$ cat src/rtl/tcdm_wide_rr_arbiter.sv
`default_nettype none
// ============================================================================
//  Module   : tcdm_wide_rr_arbiter
//  Brief    : Round-robin arbiter sharing one wide TCDM master port between
//             NB_REQ wide requesters. Grant IDs are queued in an in-order FIFO
//             so that each response is routed back to the requester that
//             issued the matching transaction.
//  Revision : 1.0 - initial release
// ============================================================================
module tcdm_wide_rr_arbiter #(
  parameter int NB_REQ          = 2,
  parameter int ADDR_WIDTH      = 32,
  parameter int WIDE_WIDTH      = 128,
  parameter int BE_WIDTH        = WIDE_WIDTH / 8,
  parameter int MAX_OUTSTANDING = 4
) (
  input  logic                                 clk,
  input  logic                                 rst,
  // requester side
  input  logic [NB_REQ-1:0]                    data_req_slave,
  input  logic [NB_REQ-1:0][ADDR_WIDTH-1:0]    data_add_slave,
  input  logic [NB_REQ-1:0]                    data_wen_slave,
  input  logic [NB_REQ-1:0][WIDE_WIDTH-1:0]    data_wdata_slave,
  input  logic [NB_REQ-1:0][BE_WIDTH-1:0]      data_be_slave,
  output logic [NB_REQ-1:0]                    data_gnt_slave,
  output logic [NB_REQ-1:0]                    data_r_valid_slave,
  output logic [NB_REQ-1:0][WIDE_WIDTH-1:0]    data_r_rdata_slave,
  // shared TCDM side
  output logic                                 data_req_master,
  output logic [ADDR_WIDTH-1:0]                data_add_master,
  output logic                                 data_wen_master,
  output logic [WIDE_WIDTH-1:0]                data_wdata_master,
  output logic [BE_WIDTH-1:0]                  data_be_master,
  input  logic                                 data_gnt_master,
  input  logic                                 data_r_valid_master,
  input  logic [WIDE_WIDTH-1:0]                data_r_rdata_master,
  // status
  output logic                                 arb_err_o
);

  // Requester-ID width, FIFO pointer width and occupancy counter width.
  localparam int c_id_w  = (NB_REQ > 1) ? $clog2(NB_REQ) : 1;
  localparam int c_fp_w  = (MAX_OUTSTANDING > 1) ? $clog2(MAX_OUTSTANDING) : 1;
  localparam int c_cnt_w = $clog2(MAX_OUTSTANDING + 1);

  localparam logic [c_id_w:0]    c_nb_req_ext = (c_id_w + 1)'(NB_REQ);
  localparam logic [c_id_w-1:0]  c_last_id    = c_id_w'(NB_REQ - 1);
  localparam logic [c_fp_w-1:0]  c_last_slot  = c_fp_w'(MAX_OUTSTANDING - 1);
  localparam logic [c_cnt_w-1:0] c_max_cnt    = c_cnt_w'(MAX_OUTSTANDING);

  // --------------------------------------------------------------------------
  // State
  // --------------------------------------------------------------------------
  logic [c_id_w-1:0]  r_rr_ptr;
  logic [c_id_w-1:0]  r_id_fifo [MAX_OUTSTANDING];
  logic [c_fp_w-1:0]  r_wr_ptr;
  logic [c_fp_w-1:0]  r_rd_ptr;
  logic [c_cnt_w-1:0] r_count;
  logic               r_arb_err;

  // --------------------------------------------------------------------------
  // Combinational signals
  // --------------------------------------------------------------------------
  logic [2*NB_REQ-1:0] w_req_dbl;
  logic [NB_REQ-1:0]   w_req_rot;
  logic [c_id_w-1:0]   w_off;
  logic [c_id_w:0]     w_sum;
  logic [c_id_w-1:0]   w_winner;
  logic [c_id_w-1:0]   w_rr_next;
  logic                w_any_req;
  logic                w_full;
  logic                w_empty;
  logic                w_req_master;
  logic                w_push;
  logic                w_pop;
  logic                w_stray_rsp;
  logic [c_id_w-1:0]   w_head_id;

  // Rotate the request vector so that bit 0 corresponds to rr_ptr; the
  // lowest set bit of the rotated vector is then the round-robin winner.
  assign w_req_dbl = {data_req_slave, data_req_slave} >> r_rr_ptr;
  assign w_req_rot = w_req_dbl[NB_REQ-1:0];
  assign w_any_req = |data_req_slave;

  // Priority-encode the rotated requests: smallest offset from rr_ptr wins.
  always_comb begin
    w_off = '0;
    for (int i = NB_REQ - 1; i >= 0; i--) begin
      if (w_req_rot[i]) begin
        w_off = c_id_w'(i);
      end
    end
  end

  // Map the offset back to an absolute requester index (mod NB_REQ, which
  // need not be a power of two).
  assign w_sum    = {1'b0, r_rr_ptr} + {1'b0, w_off};
  assign w_winner = (w_sum >= c_nb_req_ext) ? c_id_w'(w_sum - c_nb_req_ext)
                                            : w_sum[c_id_w-1:0];
  assign w_rr_next = (w_winner == c_last_id) ? '0 : w_winner + 1'b1;

  // FIFO status and handshakes. Reset masks everything so that no transaction
  // is issued or retired while the arbiter is being cleared.
  assign w_full       = (r_count == c_max_cnt);
  assign w_empty      = (r_count == '0);
  assign w_req_master = w_any_req & ~w_full & ~rst;
  assign w_push       = w_req_master & data_gnt_master;
  assign w_pop        = data_r_valid_master & ~w_empty & ~rst;
  assign w_stray_rsp  = data_r_valid_master & w_empty & ~rst;
  assign w_head_id    = r_id_fifo[r_rd_ptr];

  // Forward the winner's request fields; idle port is driven to zero.
  always_comb begin
    data_req_master   = w_req_master;
    data_add_master   = '0;
    data_wen_master   = 1'b0;
    data_wdata_master = '0;
    data_be_master    = '0;
    if (w_req_master) begin
      data_add_master   = data_add_slave[w_winner];
      data_wen_master   = data_wen_slave[w_winner];
      data_wdata_master = data_wdata_slave[w_winner];
      data_be_master    = data_be_slave[w_winner];
    end
  end

  // Only the current winner sees the grant, and only on a real handshake.
  always_comb begin
    data_gnt_slave = '0;
    if (w_push) begin
      data_gnt_slave[w_winner] = 1'b1;
    end
  end

  // Route a response to the requester at the head of the ID FIFO.
  always_comb begin
    data_r_valid_slave = '0;
    data_r_rdata_slave = '0;
    if (w_pop) begin
      data_r_valid_slave[w_head_id] = 1'b1;
      data_r_rdata_slave[w_head_id] = data_r_rdata_master;
    end
  end

  assign arb_err_o = r_arb_err;

  // Round-robin pointer advances past the winner on every handshake.
  always_ff @(posedge clk) begin
    if (rst) begin
      r_rr_ptr <= '0;
    end else if (w_push) begin
      r_rr_ptr <= w_rr_next;
    end
  end

  // ID FIFO storage; contents are don't-care while the count is zero.
  always_ff @(posedge clk) begin
    if (w_push) begin
      r_id_fifo[r_wr_ptr] <= w_winner;
    end
  end

  // ID FIFO pointers and occupancy; simultaneous push/pop keeps the count.
  always_ff @(posedge clk) begin
    if (rst) begin
      r_wr_ptr <= '0;
      r_rd_ptr <= '0;
      r_count  <= '0;
    end else begin
      if (w_push) begin
        r_wr_ptr <= (r_wr_ptr == c_last_slot) ? '0 : r_wr_ptr + 1'b1;
      end
      if (w_pop) begin
        r_rd_ptr <= (r_rd_ptr == c_last_slot) ? '0 : r_rd_ptr + 1'b1;
      end
      case ({w_push, w_pop})
        2'b10:   r_count <= r_count + 1'b1;
        2'b01:   r_count <= r_count - 1'b1;
        default: r_count <= r_count;
      endcase
    end
  end

  // Sticky error: a response arrived with nothing outstanding.
  always_ff @(posedge clk) begin
    if (rst) begin
      r_arb_err <= 1'b0;
    end else if (w_stray_rsp) begin
      r_arb_err <= 1'b1;
    end
  end

endmodule
`default_nettype wire

$ cat config.mk
export PLATFORM = sky130hd
export DESIGN_NAME = tcdm_wide_rr_arbiter
export DESIGN_NICKNAME = d
export VERILOG_FILES = /design/src/rtl/tcdm_wide_rr_arbiter.sv
export SDC_FILE = /design/constraint.sdc
export NUM_CORES = 1
export LEC_CHECK = 0
export ABC_AREA = 1
export BUFFER_PORTS_ARGS = -buffer_cell sky130_fd_sc_hd__buf_2
export CAP_MARGIN = 20
export CORE_AREA = 2 2 357 359
export DETAILED_ROUTE_END_ITERATION = 10
export DIE_AREA = 0 0 359 361
export PLACE_DENSITY_LB_ADDON = 0.05
export REMOVE_ABC_BUFFERS = 1
export SETUP_SLACK_MARGIN = 0.05
export SLEW_MARGIN = 15
export SYNTH_ARGS = -nofsm -noshare
export SYNTH_HDL_FRONTEND = slang
export SYNTH_SLANG_ARGS = --single-unit
$ cat constraint.sdc
create_clock -name clk -period 2.4 [get_ports clk]
set_input_delay 0.48 -clock clk [delete_from_list [all_inputs] [get_ports clk]]
set_output_delay 0.48 -clock clk [all_outputs]
set_load 0.05 [all_outputs]
# Word-level counts from Yosys, hierarchy flattened
# Memory sizes are Yosys's and may differ from the RTL's. A register that Yosys moved wholly into a read port is not among the register bits.
# Cells that the tools add are included.
# Widths: inputs -> output; s select.
dict set report word_totals {
  ff_bits 9
  mem_bits_rw 4
  inputBits 488
  out_inout_bits 439
  wordCells 72
  mem_count 1
}
dict set report classes {
  n_addsub 7
  order_cmp 5
  eq_ne 5
  n_shift 1
  n_mux 32
  n_bitwise 11
  n_reduce_logical 5
}
# name words word_bits read_ports rd_clocked_by_memory_dff wr line_no
set mem_list {}
lappend mem_list {r_id_fifo 4 1 1 1 1 55} ;# logic [c_id_w-1:0] r_id_fifo [MAX_OUTSTANDING];
# cell n
set ops {}
lappend ops {{$mux 128} 4}
lappend ops {{$and 256x256->256} 1}
lappend ops {{$mux 256} 1}
lappend ops {{$demux 128 s1} 1}
lappend ops {{$mux 32} 3}
lappend ops {{$mux 16} 3}
lappend ops {{$mux 2} 6}
lappend ops {{$mux 1} 11}
lappend ops {{$and 1x1->1} 7}
lappend ops {{$eq 2x2->1 const B} 3}
lappend ops {{$pmux 3 s2} 1}
lappend ops {{$add 2x1->2 const B} 2}
lappend ops {{$lt 1x2->1 const B} 2}
lappend ops {{$shr 4x1->2} 1}
lappend ops {{$add 3x1->3 const B} 1}
lappend ops {{$eq 3x3->1 const B} 1}
lappend ops {{$logic_not 3->1} 1}
lappend ops {{$not 1->1} 3}
lappend ops {{$sub 3x1->3 const B} 1}
lappend ops {{$add 1x1->2} 1}
lappend ops {{$demux 1 s1} 2}
lappend ops {{$eq 2x1->1 const B} 1}
lappend ops {{$ge 1x1->1 const B} 2}
lappend ops {{$ge 2x2->1 const B} 1}
lappend ops {{5 further kinds} 6}

# Depth between registers and ports, before layout
dict set report depth {
  ltp_word 11
  ltp_mapped 12
  mapped_depth_nobuf 12
}

# Worst setup path after synthesis
# Ideal clock, no wire load.
dict set report synth_path {
  path_type {input -> output}
  from {input data_req_slave[0]}
  to {output data_be_master[12]}
  arrival_time_ps 1860
  required_time_ps 1920
  path_slack_ps 60
  path_stages 8
  path_buffers 2
  path_cell_list {nor2_1 > nor2_2 > nand2_1 > inv_2 > buf_6 > buf_4 > o21ai_0 > nor2_1}
}
dict set report synth_via {
  elab_cells_between_ends 13
  cone_classes {add/sub (2); order compare (1); shift (1); mux (6); bitwise (2); reduce/logical (1)}
}
# element line_no
set synth_rtl {}
lappend synth_rtl {{start: declaration} 20} ;# input logic [NB_REQ-1:0] data_req_slave,
lappend synth_rtl {{$reduce_or 2->1} 83} ;# assign w_any_req = |data_req_slave;
lappend synth_rtl {{$and 1x1->1 (2 in a row)} 106} ;# assign w_req_master = w_any_req & ~w_full & ~rst;
lappend synth_rtl {{via data_req_master} 29} ;# output logic data_req_master,
lappend synth_rtl {{$mux 16} 119} ;# if (w_req_master) begin
lappend synth_rtl {{end: declaration} 33} ;# output logic [BE_WIDTH-1:0] data_be_master,
# The timed path passes the listed nets, and every way through them passes these cells. The select of a mux whose other input is x is not followed.

# Worst setup path in the final report
dict set report layout_path {
  from {register r_rr_ptr}
  to {output data_wdata_master[18]}
}
dict set report layout_via {
  elab_chain_len 9
  elab_cells_between_ends 10
  cone_classes {add/sub (2); order compare (1); shift (1); mux (6)}
}
# element line_no
set layout_rtl {}
lappend layout_rtl {{start: declaration} 54} ;# logic [c_id_w-1:0] r_rr_ptr;
lappend layout_rtl {{start signal: assignment} 152} ;# r_rr_ptr <= w_rr_next;
lappend layout_rtl {{$shr 4x1->2} 81} ;# assign w_req_dbl = {data_req_slave, data_req_slave} >> r_rr_ptr;
lappend layout_rtl {{$mux 1 (2 in a row)} 89} ;# if (w_req_rot[i]) begin
lappend layout_rtl {{$add 1x1->2 *} 97} ;# assign w_sum = {1'b0, r_rr_ptr} + {1'b0, w_off};
lappend layout_rtl {{$ge 2x2->1 or $sub 1x1->1 (tied branches)} 98} ;# assign w_winner = (w_sum >= c_nb_req_ext) ? c_id_w'(w_sum - c_nb_req_ext)
lappend layout_rtl {{$mux 1 *} 98}
lappend layout_rtl {{$mux 128 (implied by the code) * (2 in a row)} 122} ;# data_wdata_master = data_wdata_slave[w_winner];
lappend layout_rtl {{$mux 128 *} 119}
lappend layout_rtl {{end: declaration} 32} ;# output logic [WIDE_WIDTH-1:0] data_wdata_master,
# Mark *: on every way between the ends. The rest lies on a longest branch, timed or not. The select of a mux whose other input is x is not followed.

==> metrics.csv <==
stage;metric;value;unit
grt;grt-ovfl-total;0;
cells_and_area;register_area;349;µm²
synth;synth_edf_count;4;
timing;grt_setup_unrepaired;yes;
cts;root_buffer;clkbuf_16;
placement;dp_cells;3717;
pwr;power.switching;3.13;mW
worst_setup_path;critPathKind;reg2out;
worst_setup_path;arrival;1920;ps
floorplanning;fp.dieArea;130000;µm²
timing;fmax;417;MHz
grt;use_met1;10.2;%
timing;min_period;2400;ps
grt;grt_pass1_wl;101000;µm
floorplanning;rows;130;
cts;cts_buffer_depth;2;
worst_setup_path;cp_max_fo;10;
worst_setup_path;crit_buf_inv;3;
route;vias;11200;
synth;synth_area;5190;µm²
floorplanning;chipHeight;361;µm
worst_setup_path;end_kind;primary output;
worst_setup_path;start_kind;flip-flop;
synth;synth.top_cell.area_share;42.3;%
timing;setup_tns;0;ps
worst_setup_path;cp-endpoint;data_wdata_master[18];
grt;met2_usage;23.4;%
pwr;switching_share;56.6;%
timing;relSlewSlack;74.3;%
worst_setup_path;crit_path_max_incr_delay;330;ps
worst_setup_path;worstPathRequired;1920;ps
route;wl;78400;µm
placement;place_hpwl;62900;µm
pwr;power.density;321;nW/µm²
grt;antenna_found_initial;26;
synth;syn_avg_cell_area;4.70;µm²
timing;maxSlewViolCount;0;
route;first_iter_violations;305;
floorplanning;ios;927;
outcome;status;completed;
synth;synthTopCellsByCount;nor2_1, o21ai_0, inv_1;
cts;cts.sinks;15;
cells_and_area;stdcell_count;3791;
pwr;clockPowerShare;6.1;%
run;cap_violations;0;
route;avgViaCountPerCell;2.95;
synth;dominantRegCellSynth;dfxtp_1;
cells_and_area;area_delta_synth_final;232;%
worst_setup_path;reg2reg_setup_slack;260;ps
grt;grt_util_all_layers;11.2;%
worst_hold_path;hold_path_startpoint;arb_err_o$_SDFFE_PP0P_;
pwr;irDropWorstVdd;0.150;mV
synth;synth_area_leaders;nor2_1, o21ai_0, inv_1;
placement;io_buffers;926;
synth;ys_seq_area_share;6.56;%
worst_setup_path;cp_cell_sequence;or2_4 -> nand2_8 -> buf_12 -> bufbuf_16 -> o21ai_0 -> nor2_1 -> buf_12;
timing;fin_skew;1.45;ps
floorplanning;die_w;359;µm
timing;worst_slew_pin_slew;381;ps
cells_and_area;n_fill_cell;14700;
floorplanning;core-area;125000;µm²
pwr;p_seq_share;5.4;%
cts;hold_buffers;0;
synth;yosys_register_bits;15;
worst_setup_path;cp_top_family;buffers and inverters;
worst_setup_path;reg2reg_depth;14;
floorplanning;start_util;4.14;%
cts;clk_pin_slew;50;ps
synth;synthCells;1105;
worst_setup_path;r2r_end;r_count[2]$_SDFFE_PP0P_;
cts;insertion_delay;250;ps
cells_and_area;drive_above_1_share;62.4;%
timing;setup_viol;0;
worst_hold_path;worstHoldPathType;reg2reg;
cells_and_area;fin_nets;2630;
synth;yosysMostFrequentCell;nor2_1;
worst_setup_path;cp-startpoint;r_rr_ptr$_SDFFE_PP0P_;
worst_setup_path;rr_startpoint;r_count[1]$_SDFFE_PP0P_;
worst_setup_path;cp.depth;7;
cts;cts_tree;built;
synth;async_reset_ff_share;0;%
timing;min_period_over_period;99.9;%
route;drt_pre_antenna_iters;4;
synth;ys_warn_count;0;
grt;grt_max_degree;38;
grt;grt_busiest_layer;met2;
grt;use_met3;4.80;%
synth;yosysTopAreaCell;nor2_1;
worst_setup_path;crit_slowest_cell;dfxtp_2;
pwr;combPwrFrac;88.5;%
grt;grt_pass1_vias;11900;
placement;gp_congestion;0.787;
cts;numCtsBuffers;3;
cts;htreeDepth;1;
synth;yosys.cell_types.count;24;
cells_and_area;multi_input_area;4380;µm²
route;drcViolationCount;0;
timing;hold_viol_final;0;
route;ant_nets;0;
route;routedWlPerCell;20.7;µm
worst_setup_path;crit_top_cell;buf_12;
pwr;intPower;2.40;mW
pwr;p_leak;8.66;nW
## cells in the final DEF, fill, tap and decap left out, drive strengths merged
| cell type | instances |
|---|---|
| nor2 | 628 |
| dfxtp | 11 |
| nand4 | 1 |
| or2 | 2 |
| edfxtp | 4 |
| clkinv | 1 |
| inv | 152 |
| ha | 6 |
| nand2 | 31 |
| buf | 1063 |
| fa | 1 |
| nand3 | 7 |
| diode | 7 |
| a21oi | 3 |
| bufbuf | 5 |
| clkbuf | 40 |
| o21ai | 179 |
## worst min path at each step
stage / end / slack (ps) / cells past startpoint
finish: arb_err_o$_SDFFE_PP0P_ / 450 / 2
global route: arb_err_o$_SDFFE_PP0P_ / 480 / 2
CTS: arb_err_o$_SDFFE_PP0P_ / 460 / 2
detailed placement: arb_err_o$_SDFFE_PP0P_ / 450 / 2
global placement: arb_err_o$_SDFFE_PP0P_ / 450 / 2
floorplan: flip-flop / 470 / 2
## cell families (layout without fill, tap and decap cells)
family / count (synthesis) / after routing / share of synthesized area, %
AO/OA/AOI/OAI: 182 / 182 / 17.6
adder cells (fa/ha/maj): 7 / 7 / 1.83
buffers and inverters: 236 / 1261 / 23.0
flip-flops: 15 / 15 / 6.56
other: 0 / 7 / 0
AND/OR/NAND/NOR: 665 / 669 / 51.0
## routing by layer
metal	up-vias	part of all wire, %
met1	5111	32
met2	607	57
li1	5375	-
met4	10	0.99
met5	-	0.077
met3	62	11
## power by group through the flow
stage	Sequential [mW]	Combinational, mW	Clock, mW
after floorplan	0.304	2.05	0
after global placement	0.300	4.09	0
after detailed placement	0.300	4.05	0
after CTS	0.298	4.83	0.349
after global routing	0.300	5.22	0.355
final	0.297	4.90	0.337
## repair_timing
action / 4_1_cts / 5_1_grt
endpoints found under the setup margin: 383 / 315
setup buffers: 30 / 4
gates resized for setup: 478 / 268
pin swaps: 38 / 22
cloned: 27 / 7
## layout make-up
| type | instances | share of cell area [%] |
|---|---|---|
| repair buffers | 1105 | 56.4 |
| multi-input cells | 858 | 25.4 |
| well taps | 1650 | 12.0 |
| inverters | 150 | 3.49 |
| flip-flops and latches | 15 | 2.03 |
| clock buffers | 3 | 0.436 |
| repair inverters | 2 | 0.102 |
| diodes | 7 | 0.102 |
| clock inverters | 1 | 0.0291 |
## worst reg2reg max path, cell delays in order (launching register included)
cell	delay, ps
dfxtp_2	350
nor2_4	50
nand2_2	80
nand2_4	70
nor2_8	120
buf_12	150
buf_4	140
ha_1	130
inv_1	60
fa_1	370
or2_2	310
nand3_1	80
nand2_1	50
inv_1	40
nor2_1	40
## through the flow
stage / cell area (µm²) / hold slack, ps / setup WS (ps) / util [%] / power (mW)
after CTS: 16400 / 455 / -47.6 / 13.1 / 5.47
after floorplan: 4560 / 466 / -1060 / - / 2.35
final: 17200 / 451 / 2.61 / 13.7 / 5.53
after global placement: 13900 / 445 / -463 / 11.1 / 4.39
after global routing: 17200 / 477 / -104 / 13.7 / 5.88
after detailed placement: 13900 / 446 / -419 / 11.1 / 4.35
Note: power is estimated with default switching activity, not from simulation.
